===== src/rtl/pc_pkg.sv =====
// Shared types and default vectors for the program-counter unit.
package pc_pkg;

  typedef enum logic [1:0] {
    BOOT,
    RUN,
    HALTED
  } pc_state_e;

  localparam logic [31:0] RESET_VEC_DEF = 32'h0000_3000;
  localparam logic [31:0] EXC_VEC_DEF   = 32'h0000_4180;

endpackage


===== src/rtl/pc_if.sv =====
// Control/redirect inputs and fetch outputs between the NPC logic and pc_unit.
interface pc_if #(
  parameter int WIDTH = 32
);
  logic             stall;
  logic             br_taken;
  logic [WIDTH-1:0] br_target;
  logic             call;
  logic             ret;
  logic             exc;
  logic             halt;
  logic             resume;
  logic [WIDTH-1:0] pc;
  logic             pc_valid;
  logic             ras_empty;
  logic             ras_full;

  modport master (
    output stall, br_taken, br_target, call, ret, exc, halt, resume,
    input  pc, pc_valid, ras_empty, ras_full
  );

  modport slave (
    input  stall, br_taken, br_target, call, ret, exc, halt, resume,
    output pc, pc_valid, ras_empty, ras_full
  );
endinterface


===== src/rtl/pc_ras.sv =====
// Circular return-address stack; a push when full overwrites the oldest entry.
module pc_ras #(
  parameter int WIDTH     = 32,
  parameter int RAS_DEPTH = 4
) (
  input  logic             clk,
  input  logic             rst,
  input  logic             push,
  input  logic             pop,
  input  logic [WIDTH-1:0] din,
  output logic [WIDTH-1:0] top,
  output logic             empty,
  output logic             full
);
  localparam int PW = $clog2(RAS_DEPTH);
  localparam int CW = $clog2(RAS_DEPTH + 1);

  logic [WIDTH-1:0] mem [RAS_DEPTH];
  logic [PW-1:0]    sp;
  logic [PW-1:0]    sp_top;
  logic [CW-1:0]    count;
  logic             pop_ok;

  // sp points at the next free slot, which is also the oldest entry when full
  assign sp_top = sp - PW'(1);
  assign pop_ok = pop && (count != '0);
  assign top    = mem[sp_top];
  assign empty  = (count == '0);
  assign full   = (count == CW'(RAS_DEPTH));

  always_ff @(posedge clk) begin
    if (rst) begin
      sp    <= '0;
      count <= '0;
    end else begin
      unique case ({push, pop_ok})
        2'b10: begin
          mem[sp] <= din;
          sp      <= sp + PW'(1);
          if (count != CW'(RAS_DEPTH)) count <= count + CW'(1);
        end
        2'b01: begin
          sp    <= sp_top;
          count <= count - CW'(1);
        end
        2'b11: mem[sp_top] <= din;
        default: ;
      endcase
    end
  end
endmodule


===== src/rtl/pc_unit.sv =====
// Program counter: next-PC selection, boot/run/halt sequencing and return-address stack.
//   state  | meaning
//   BOOT   | first cycle after reset, pc=RESET_VEC, no fetch
//   RUN    | fetching, pc_valid=1
//   HALTED | pc held, no fetch until resume or exc
module pc_unit
  import pc_pkg::*;
#(
  parameter int               WIDTH     = 32,
  parameter logic [WIDTH-1:0] RESET_VEC = WIDTH'(RESET_VEC_DEF),
  parameter logic [WIDTH-1:0] EXC_VEC   = WIDTH'(EXC_VEC_DEF),
  parameter int               STEP      = 4,
  parameter int               RAS_DEPTH = 4
) (
  input logic  clk,
  input logic  rst,
  pc_if.slave  bus
);
  localparam logic [WIDTH-1:0] STEP_W  = WIDTH'(STEP);
  localparam logic [WIDTH-1:0] MASK    = ~(STEP_W - WIDTH'(1));
  localparam logic [WIDTH-1:0] RESET_A = RESET_VEC & MASK;
  localparam logic [WIDTH-1:0] EXC_A   = EXC_VEC & MASK;

  pc_state_e        state_q, state_d;
  logic [WIDTH-1:0] pc_q, pc_d, pc_seq, ras_top;
  logic             valid_q, push, pop, ras_empty, ras_full;

  assign pc_seq = pc_q + STEP_W;

  pc_ras #(
    .WIDTH     (WIDTH),
    .RAS_DEPTH (RAS_DEPTH)
  ) u_ras (
    .clk   (clk),
    .rst   (rst),
    .push  (push),
    .pop   (pop),
    .din   (pc_seq),
    .top   (ras_top),
    .empty (ras_empty),
    .full  (ras_full)
  );

  always_comb begin
    state_d = state_q;
    pc_d    = pc_q;
    push    = 1'b0;
    pop     = 1'b0;
    unique case (state_q)
      BOOT: state_d = RUN;
      RUN: begin
        if (bus.exc) begin
          pc_d = EXC_A;
        end else if (bus.halt) begin
          state_d = HALTED;
        end else if (!bus.stall) begin
          push = bus.call && bus.br_taken;
          // a ret with an empty stack falls through to branch/sequential
          if (bus.ret && !ras_empty) begin
            pop  = 1'b1;
            pc_d = ras_top & MASK;
          end else if (bus.br_taken) begin
            pc_d = bus.br_target & MASK;
          end else begin
            pc_d = pc_seq;
          end
        end
      end
      HALTED: begin
        if (bus.exc) begin
          state_d = RUN;
          pc_d    = EXC_A;
        end else if (bus.resume) begin
          state_d = RUN;
          pc_d    = pc_seq;
        end
      end
      default: state_d = BOOT;
    endcase
  end

  always_ff @(posedge clk) begin
    if (rst) begin
      state_q <= BOOT;
      pc_q    <= RESET_A;
      valid_q <= 1'b0;
    end else begin
      state_q <= state_d;
      pc_q    <= pc_d;
      valid_q <= (state_d == RUN);
    end
  end

  assign bus.pc        = pc_q;
  assign bus.pc_valid  = valid_q;
  assign bus.ras_empty = ras_empty;
  assign bus.ras_full  = ras_full;
endmodule


===== src/flat_wrapper.sv =====
// flat-port wrapper written by rule: the top's interface ports become plain ports
module pc_unit_flat import pc_pkg::*;
#(
  parameter int               WIDTH     = 32,
  parameter logic [WIDTH-1:0] RESET_VEC = WIDTH'(RESET_VEC_DEF),
  parameter logic [WIDTH-1:0] EXC_VEC   = WIDTH'(EXC_VEC_DEF),
  parameter int               STEP      = 4,
  parameter int               RAS_DEPTH = 4
)
  (clk, rst, bus_stall, bus_br_taken, bus_br_target, bus_call, bus_ret, bus_exc, bus_halt, bus_resume, bus_pc, bus_pc_valid, bus_ras_empty, bus_ras_full);
  pc_if #(.WIDTH(WIDTH)) bus_i ();
  input logic clk;
  input logic rst;
  input wire logic [$bits(bus_i.stall)-1:0] bus_stall;
  input wire logic [$bits(bus_i.br_taken)-1:0] bus_br_taken;
  input wire logic [$bits(bus_i.br_target)-1:0] bus_br_target;
  input wire logic [$bits(bus_i.call)-1:0] bus_call;
  input wire logic [$bits(bus_i.ret)-1:0] bus_ret;
  input wire logic [$bits(bus_i.exc)-1:0] bus_exc;
  input wire logic [$bits(bus_i.halt)-1:0] bus_halt;
  input wire logic [$bits(bus_i.resume)-1:0] bus_resume;
  output wire logic [$bits(bus_i.pc)-1:0] bus_pc;
  output wire logic [$bits(bus_i.pc_valid)-1:0] bus_pc_valid;
  output wire logic [$bits(bus_i.ras_empty)-1:0] bus_ras_empty;
  output wire logic [$bits(bus_i.ras_full)-1:0] bus_ras_full;
  assign bus_i.stall = bus_stall;
  assign bus_i.br_taken = bus_br_taken;
  assign bus_i.br_target = bus_br_target;
  assign bus_i.call = bus_call;
  assign bus_i.ret = bus_ret;
  assign bus_i.exc = bus_exc;
  assign bus_i.halt = bus_halt;
  assign bus_i.resume = bus_resume;
  assign bus_pc = bus_i.pc;
  assign bus_pc_valid = bus_i.pc_valid;
  assign bus_ras_empty = bus_i.ras_empty;
  assign bus_ras_full = bus_i.ras_full;
  pc_unit #(.WIDTH(WIDTH), .RESET_VEC(RESET_VEC), .EXC_VEC(EXC_VEC), .STEP(STEP), .RAS_DEPTH(RAS_DEPTH)) u_core (.clk(clk), .rst(rst), .bus(bus_i));
endmodule

===== config.mk =====
export PLATFORM = sky130hd
export DESIGN_NAME = pc_unit_flat
export DESIGN_NICKNAME = d
export VERILOG_FILES = /design/src/rtl/pc_pkg.sv /design/src/rtl/pc_if.sv /design/src/rtl/pc_ras.sv /design/src/rtl/pc_unit.sv /design/src/flat_wrapper.sv
export SDC_FILE = /design/constraint.sdc
export NUM_CORES = 1
export LEC_CHECK = 0
export BUFFER_PORTS_ARGS = -buffer_cell sky130_fd_sc_hd__buf_2
export CORE_MARGIN = 1.5
export CORE_UTILIZATION = 64
export CTS_CLUSTER_DIAMETER = 50
export DETAILED_ROUTE_END_ITERATION = 10
export GPL_TIMING_DRIVEN = 0
export PLACE_DENSITY_LB_ADDON = 0.08
export SLEW_MARGIN = 25
export SYNTH_ARGS = -nofsm -noshare
export SYNTH_HDL_FRONTEND = slang
export SYNTH_SLANG_ARGS = --single-unit

===== constraint.sdc =====
create_clock -name clk -period 8.05 [get_ports clk]
set_input_delay 0.805 -clock clk [delete_from_list [all_inputs] [get_ports clk]]
set_output_delay 0.805 -clock clk [all_outputs]
set_load 0.03 [all_outputs]

* After elaboration in Yosys (flattened, before gate mapping)
Memory sizes are Yosys's and may differ from the RTL's.
Index checks and enable logic that the tools add are counted.
** Operators by class
- Add/subtract/negate cells :: 5
- Multiply operators :: 0
- Divide/modulo/power cells :: 0
- $lt $le $gt $ge :: 0
- Equality and inequality tests :: 12
- Shift-type cells :: 0
- Multiplexer cells :: 34
- Bitwise logic cells :: 0
- Reduce and logical (&&, ||, !) cells :: 12
** Operator list (count)
- $mux 32 :: 8
- $pmux 32 s2 :: 1
- $add 32x3->32 const B :: 1
- $reduce_or 32->1 :: 1
- $mux 1 :: 16
- $ne 3x3->1 const B :: 4
- $mux 2 :: 5
- $eq 2x1->1 const B :: 3
- $eq 2x2->1 const B :: 3
- $pmux 2 s3 :: 1
- $pmux 3 s2 :: 1
- $pmux 2 s2 :: 1
- $reduce_and 4->1 :: 1
- $reduce_bool 2->1 :: 2
- $add 3x1->3 const B :: 1
- $eq 3x3->1 const B :: 1
- $logic_and 1x1->1 :: 3
- $logic_not 3->1 :: 1
- $mux 3 :: 1
- $reduce_bool 3->1 :: 1
- $sub 3x1->3 const B :: 1
- $add 2x1->2 const B :: 1
- $logic_not 2->1 :: 1
- $ne 2x2->1 const B :: 1
- other kinds (3) :: 3
** Storage, ports and cells
- Flip-flop bits (word level) :: 40
- Bits in latches :: 0
- Bits in writable memories :: 128
- ROM bits :: 0
- Output and inout bits :: 35
- Word-level logic and storage cells :: 69
- Memories kept :: 1
** Memory list
- u_core.u_ras.mem :: depth 4, width 32, rd ports 1, clocked after memory_dff 0, wr ports 1, RTL line pc_ras.sv:18 : logic [WIDTH-1:0] mem [RAS_DEPTH];

* Depth between registers and ports, before layout
Gate-level depths: netlist of the first run.
- Depth after elaboration :: 15
- Depth in mapped cells :: 12
- Mapped depth without buffers :: 11

* Cells and area by module
A second synthesis of the first run with hierarchy kept.
** Second synthesis, totals
- Cells, all modules :: 636
- Area total of the unflattened synthesis :: 7975.1 sq um
** By module, submodules not included
- pc_ras :: instances 1, cells an instance 221, area each 5051.1 sq um
- pc_unit :: instances 1, cells an instance 415, area each 2924.1 sq um

* Least setup slack after synthesis of the first run
Ideal clock, no wire load.
- Path type :: in2reg
- Start :: input bus_exc
- End :: memory u_core.u_ras.mem[0][10], enable pin
- Setup time :: 0.463 ns
- Arrival time :: 4.351 ns
- Slack :: 3.236 ns
- Stages :: 8
- Path buffers :: 2
- Cell sequence :: clkbuf_1 clkbuf_1 nor4_1 nand3_1 inv_1 ha_1 nand2_1 a211oi_1
** Between the ends
- Longest elaborated chain between the ends :: 9
- Elaborated cells between the ends (all ways) :: 16
** RTL lines
- from (decl) :: RTL line flat_wrapper.sv:19 : input wire logic [$bits(bus_i.exc)-1:0] bus_exc;
- $mux 1 :: RTL line pc_unit.sv:52 : if (bus.exc) begin
- $mux 1 :: RTL line pc_unit.sv:49 : unique case (state_q)
- $logic_and 1x1->1 :: RTL line pc_ras.sv:26 : assign pop_ok = pop && (count != '0);
- $eq 2x2->1 :: RTL line pc_ras.sv:36 : unique case ({push, pop_ok})
- $mux 1 :: RTL line pc_ras.sv:36
- $mux 1 :: RTL line pc_ras.sv:32 : if (rst) begin
- $mux 1 (not written as such) :: RTL line pc_ras.sv:46 : 2'b11: mem[sp_top] <= din;
- $reduce_or 32->1 (no line)
- $mux 2 (no line) or $mux 1 (tied branches)
- to (decl) :: RTL line pc_ras.sv:18
Several ways; a longest one is shown, not always the timed one.

* Worst setup path after layout of the first run
- Start :: input bus_exc
- End :: memory u_core.u_ras.mem[0][17], enable pin
The elaborated chain is that of the path after synthesis.

==> reports/metrics.csv, run 1 <==
stage,metric,value,unit
floorplanning,dieWidth,111.2,microns
grt,grt_max_degree,19,
cells_and_area,fin_cells,825,
setup_path,path_common_cell,clkbuf_1,
grt,gr-max-usage-layer,met2,
clocking,clock_sinks,158,
grt,grt_use_met1,43.81,%
power_and_ir_drop,pwr_density_cell,215.9,mW/mm^2
placement,dp_cells,793,
worst_hold_path,hold_path_depth,2,
routing,first_pass_iters,5,
grt,use_met3,8.693,%
synthesis,ys_seq_area_share,58.28,%
clocking,cts_tree,yes,
routing,detail_route.wl_per_cell,24.42,microns
timing,rsz0062_at_grt,no,
timing,max_slew.worst_pin.slew,1004,ps
timing,finalSetupViolations,0,
grt,track_usage,33.29,%
worst_hold_path,hold_end,u_core.bus.pc[31],
synthesis,postSynthCellCount,573,
synthesis,synth_cell_type_count,69,
timing,tns,0,ps
worst_hold_path,min_from,u_core.bus.pc[31],
routing,postRouteAntennaNets,0,
setup_path,path_cells,clkbuf_1 -> clkbuf_1 -> nor4_1 -> nand3_1 -> inv_1 -> ha_1 -> nand2_1 -> a211oi_4 -> buf_8 -> buf_6,
timing,fmax,275.2,MHz
grt,grt_pass1_vias,5387,
cells_and_area,syn2layout_area_growth,17.49,%
floorplanning,fp.dieH,111.2,microns
synthesis,ys_top_cells_by_area,"edfxtp_1 48%, dfxtp_1 10%, mux4_2 8.7%, nand2_1 2.0%, o21ai_0 2.0%",
clocking,cts.reportedPaths.clkPinSlew,60,ps
timing,hold_viol,0,
placement,gp_congestion,0.9491,
synthesis,synth-edff-count,120,
cells_and_area,fin_area,0.008798,sq mm
cells_and_area,drive_above_1_share,23.75,%
timing,maxSlewViolCount,0,
grt,grt_pass1_wl,30220,microns
synthesis,yosys.area.top_type_share,48.12,%
routing,vias,5473,
setup_path,ff2ff_setup_slack,4560,ps
clocking,postCtsSetupBuffers,0,
flow_run,maxCapViolCount,0,
setup_path,ff2ff_path_depth,10,
routing,drt_iter0_markers,704,
cells_and_area,final_nets,716,
grt,met2_usage,54.52,%
placement,post-place-ws,4068,ps
synthesis,synth_area,0.007488,sq mm
setup_path,timing.rr.start,u_core.u_ras.count[1],
floorplanning,num_rows,39,
clocking,cts-resized-gates,0,
timing,final.min_clock_period,3634,ps
clocking,clock_latency,420,ps
setup_path,cp.required,8180,ps
setup_path,startpoint_type,input pin,
worst_hold_path,holdCritPathClass,reg -> reg,
synthesis,syn_area_per_cell,13.07,sq um
floorplanning,io_pins,76,
synthesis,yosysTopAreaCell,edfxtp_1,
setup_path,path_max_fanout,13,
timing,final.period_utilization,45.14,%
power_and_ir_drop,vdd_drop_max,0.1666,mV
timing,timing.slew.headroom,32.43,%
floorplanning,die-area,0.01236,sq mm
synthesis,ys_ff_latch,158,
clocking,cts_max_path_buffers,2,
routing,drcViolationCount,0,
outcome,status,"finished, final reports clean",
setup_path,worst_setup_path_end_kind,flop,
timing,hold_ws,524.2,ps
grt,antenna_found_initial,0,
cells_and_area,antenna_cells,0,
clocking,holdBufCountCts,0,
setup_path,critPathKind,in -> reg,
setup_path,crit_arrival,3760,ps
routing,via_per_inst,6.634,
setup_path,reg2reg_to,u_core.u_ras.mem[0][17],
floorplanning,start_util,65.58,%
timing,fin_skew,8.462,ps
synthesis,synthArstFlopShare,0,%
clocking,htree_levels,4,
grt,grt_overflow,0,
clocking,root_buffer,clkbuf_16,
power_and_ir_drop,power.total,1.900,mW
placement,port_buffers,69,
floorplanning,core,0.01142,sq mm
setup_path,slowest_stage,a211oi_4,
timing,fin_ws,4416,ps
routing,wirelength,20140,microns
synthesis,yosys_warnings,0,
cells_and_area,post-route-util,77.05,%
placement,place_area,0.008175,sq mm
clocking,cts_buffers,17,
setup_path,cp_slowest_stage_delay,780,ps
power_and_ir_drop,leakage,3.056,nW
placement,place_hpwl,13650,microns
synthesis,ys.flop_type,edfxtp_1,
-- critical path, delay by kind of cell --
kind                       cells  cell delay, ps
adders and majority gates      1             260
AOI/OAI and AO/OA              1             780
and+or+nand+nor                3             830
buffers and inverters          5            1080
-- where the power goes --
group	total [mW]	switching [mW]	internal, mW	leakage [nW]
logic	0.151	0.0968	0.0545	1.36
clock network	0.847	0.304	0.543	0.303
registers	0.901	0.0148	0.887	1.39
total	1.90	0.416	1.48	3.06
-- routing by layer --
metal | vias up | wire length, microns
met3 | 44 | 1834
met2 | 302 | 10010
met1 | 2690 | 7811
met5 | - | 0
met4 | 0 | 491
li1 | 2437 | -
-- cells by family after synthesis --
group,count (synthesis),share of synthesized area [%]
xor gates and xnor gates,29,3.392
adders and majority gates,6,1.002
buffers and inverters,52,4.261
muxes,32,9.340
other,1,0.05008
AOI/OAI and AO/OA,147,13.45
DFF,158,58.28
and+or+nand+nor,148,10.23
-- flip-flops by register name, summed over array words and instances, names as in the netlist --
register	flops
u_core.state_q	2
u_core.u_ras.mem	120
u_core.bus.pc	30
u_core.u_ras.count	3
u_core.bus.pc_valid	1
u_core.u_ras.sp	2
-- cells in the final DEF, fill, tap and decap left out, drive strengths merged, types with 13 or more instances in the layout --
cell and n:
a21oi 29, dfxtp 38, xnor2 16, nor3 15, buf 82, edfxtp 120
nand2 41, xor2 13, o21ai 31, clkbuf 57, nor2 28, mux4 30
-- layout make-up --
| class | instances | area [sq um] |
|---|---|---|
| Fill cell | 687 | 2620 |
| Clock buffer | 25 | 485.5 |
| Inverter | 13 | 48.80 |
| Multi-Input combinational cell | 364 | 2849 |
| Tap cell | 143 | 178.9 |
| Timing Repair Buffer | 76 | 464.2 |
| Clock inverter | 7 | 137.6 |
| Buffer | 39 | 270.3 |
| Sequential cell | 158 | 4364 |
-- synth_stat cells (all sizes together) (4+ instances only) --
library cell and n:
inv 12, dfxtp 38, clkbuf 32, nor2 28, mux4 30, o21ai 31, a31oi 7, a21oi 29
nand2 41, o22ai 9, nor3 15, nor4 12, edfxtp 120, xor2 13, xnor2 16, nand4 9
a21o 5, nand3 12, a211oi 4, buf 6, o31a 9, nor2b 4, a22oi 11, a22o 6
or3 10, ha 6, o21a 4
-- worst max path at each step --
stage                        from                 endpoint  slack [ps]  depth (start not counted)
after floorplan           bus_exc  u_core.u_ras.mem[0][10]        3240                          8
after global routing      bus_exc  u_core.u_ras.mem[0][17]        4280                         10
final                     bus_exc  u_core.u_ras.mem[0][17]        4420                         10
after CTS                 bus_exc  u_core.u_ras.mem[0][17]        4430                         10
after global placement    bus_exc  u_core.u_ras.mem[2][29]        1170                          8
after detailed placement  bus_exc  u_core.u_ras.mem[0][18]        4070                         10
No activity file was read; power rests on OpenSTA's default activity.
==> run 2: changes to the inputs <==
--- a/config.mk
+++ b/config.mk
@@ -7,7 +7,7 @@
 export LEC_CHECK = 0
 export BUFFER_PORTS_ARGS = -buffer_cell sky130_fd_sc_hd__buf_2
 export CORE_MARGIN = 1.5
-export CORE_UTILIZATION = 64
+export CORE_UTILIZATION = 53
 export CTS_CLUSTER_DIAMETER = 50
 export DETAILED_ROUTE_END_ITERATION = 10
 export GPL_TIMING_DRIVEN = 0
==> constraint.sdc (replaced) <==
create_clock -name clk -period 3.05 [get_ports clk]
set_input_delay 0.305 -clock clk [delete_from_list [all_inputs] [get_ports clk]]
set_output_delay 0.305 -clock clk [all_outputs]
set_load 0.03 [all_outputs]
==> run 2 against run 1 <==
Compared with the run above:
- clock-buffer cell count fell by 4
- clock power rose by 120%
- routed wire length barely moved
- worst hold slack got worse by 350 ps
- setup slack got worse by 4200 ps
- flip-flop and latch count did not move
- die area rose by 20%
- sequential share of layout area fell by 0.11 points
- clock skew fell by 2.7 ps
- combinational power rose to 2.6 times the previous value
- register-to-register slack got worse by 4400 ps
==> reports/metrics.csv, run 2 (synthesis gave the netlist of run 1 again) <==
stage,metric,value,unit
power_and_ir_drop,power.total,4.635,mW
routing,first_pass_iters,5,
timing,finalSetupViolations,0,
routing,detail_route.wl_per_cell,23.27,microns
cells_and_area,final_common_cell,edfxtp_1,
cells_and_area,largest_register_ffs,120,
setup_path,cp_slowest_stage_delay,320,ps
power_and_ir_drop,leakage,3.019,nW
timing,hold_viol,0,
timing,final.min_clock_period,2856,ps
grt,grt_pass1_vias,5379,
cells_and_area,antenna_cells,0,
cells_and_area,final_nets,721,
floorplanning,dieWidth,121.9,microns
outcome,status,"finished, final reports clean",
floorplanning,fp.dieH,121.9,microns
grt,grt_max_degree,18,
routing,postRouteAntennaNets,0,
power_and_ir_drop,vdd_drop_max,0.3536,mV
setup_path,critPathKind,reg -> reg,
setup_path,timing.rr.start,u_core.state_q[1],
routing,vias,5481,
setup_path,critPathTopFamily,simple AND/OR/NAND/NOR gates,
grt,grt_overflow,0,
timing,final.period_utilization,93.64,%
clocking,htree_levels,4,
clocking,cts.reportedPaths.clkPinSlew,60,ps
routing,via_per_inst,6.329,
timing,hold_ws,170.2,ps
cells_and_area,most-common-layout-cells,"120 x edfxtp_1, 72 x buf_2, 40 x nand2_1",
timing,tns,0,ps
cells_and_area,fill_cells,1037,
routing,drcViolationCount,0,
worst_hold_path,holdCritPathClass,in -> reg,
setup_path,crit_arrival,2980,ps
placement,place_area,0.008203,sq mm
floorplanning,io_pins,76,
setup_path,worst_setup_path_end_kind,flop,
grt,track_usage,28.55,%
placement,gp_congestion,0.9323,
timing,fmax,350.1,MHz
cells_and_area,top_register,u_core.u_ras.mem,
clocking,clock_sinks,158,
timing,fin_skew,5.803,ps
routing,drt_iter0_markers,635,
setup_path,cp_num_cells,10,
setup_path,path_buf_inv,4,
floorplanning,start_util,54.16,%
clocking,clock_latency,430,ps
floorplanning,num_rows,43,
setup_path,slowest_stage,nor4_1,
cells_and_area,fin_area,0.008817,sq mm
setup_path,path_cells,clkbuf_1 -> nand2b_1 -> nor4_1 -> nand3_1 -> inv_1 -> ha_1 -> nand2_1 -> a211oi_4 -> buf_12 -> buf_6,
setup_path,path_max_fanout,11,
timing,rsz0062_at_grt,no,
clocking,cts_tree,yes,
timing,max_slew.worst_pin.slew,966.6,ps
cells_and_area,drive_above_1_share,24.93,%
grt,grt_pass1_wl,30580,microns
clocking,cts_max_path_buffers,2,
cells_and_area,multi_input_area,0.002850,sq mm
setup_path,ff2ff_setup_slack,190,ps
floorplanning,core,0.01383,sq mm
grt,antenna_found_initial,0,
cells_and_area,syn2layout_area_growth,17.74,%
timing,timing.slew.headroom,35.01,%
clocking,root_buffer,clkbuf_16,
timing,maxSlewViolCount,0,
setup_path,startpoint_type,flop,
placement,place_hpwl,14160,microns
setup_path,ff2ff_path_depth,10,
setup_path,crit_start,u_core.state_q[1],
placement,port_buffers,69,
clocking,holdBufCountCts,0,
setup_path,reg2reg_to,u_core.u_ras.mem[2][9],
cells_and_area,regArea,0.004364,sq mm
floorplanning,die-area,0.01485,sq mm
setup_path,cp.required,3180,ps
power_and_ir_drop,pwr_density_cell,525.7,mW/mm^2
clocking,cts_buffers,17,
setup_path,crit_path_end,u_core.u_ras.mem[2][9],
routing,wirelength,20150,microns
flow_run,maxCapViolCount,0,
## run 2: how the worst min path moves through the flow
| stage | start | to | slack [ps] | cells after the start |
|---|---|---|---|---|
| 2_1_floorplan | bus_resume | u_core.bus.pc_valid | 450 | 1 |
| 3_3_place_gp | u_core.bus.pc[31] | u_core.bus.pc[31] | 500 | 2 |
| 3_5_place_dp | u_core.bus.pc[31] | u_core.bus.pc[31] | 500 | 2 |
| 4_1_cts | bus_resume | u_core.state_q[0] | 160 | 2 |
| 5_1_grt | bus_resume | u_core.state_q[0] | 170 | 2 |
| 6_report | bus_br_target[11] | u_core.bus.pc[11] | 170 | 3 |
## run 2: repair_timing
| action | CTS | global route |
|---|---|---|
| endpoints found under the hold margin | 0 | 0 |
| setup endpoints to repair | 94 | 64 |
| buffers inserted | 8 | 0 |
| gates resized for setup | 0 | 1 |
| pin swaps | 4 | 0 |
## run 2: metal layers
layer / routed length (microns) / GRT usage [%] / vias up
met3: 1363 / 5.290 / 30
met1: 8609 / 39.28 / 2762
met5: 0 / 0 / -
met2: 9833 / 45.82 / 240
met4: 347 / 10.00 / 0
li1: - / - / 2449
## run 2: metrics by stage
step	setup slack (ps)	utilization, %	cells
2_1_floorplan	-290.0	-	574
3_3_place_gp	-1724	58.47	823
3_5_place_dp	-229.2	59.32	829
4_1_cts	95.33	63.81	868
5_1_grt	19.08	63.77	866
6_report	193.9	63.77	866
## run 2: where the power goes
part | leakage (nW) | switching (mW) | internal, mW
Clock | 0.223 | 0.830 | 1.03
Combinational | 1.40 | 0.251 | 0.144
Sequential | 1.39 | 0.0423 | 2.34
Total | 3.02 | 1.12 | 3.51
## run 2: area by class of cell
type	count	share of cell area, %
sequential	158	49.50
multi-input combinational	364	32.33
timing repair buffer	83	6.301
clock buffer	21	4.995
buffer	37	2.980
tap	180	2.554
clock inverter	10	0.7947
inverter	13	0.5534
## run 2: tightest hold or removal path: stages
cell	delay [ps]
buf_2	90
a21oi_1	50
o21ai_0	120
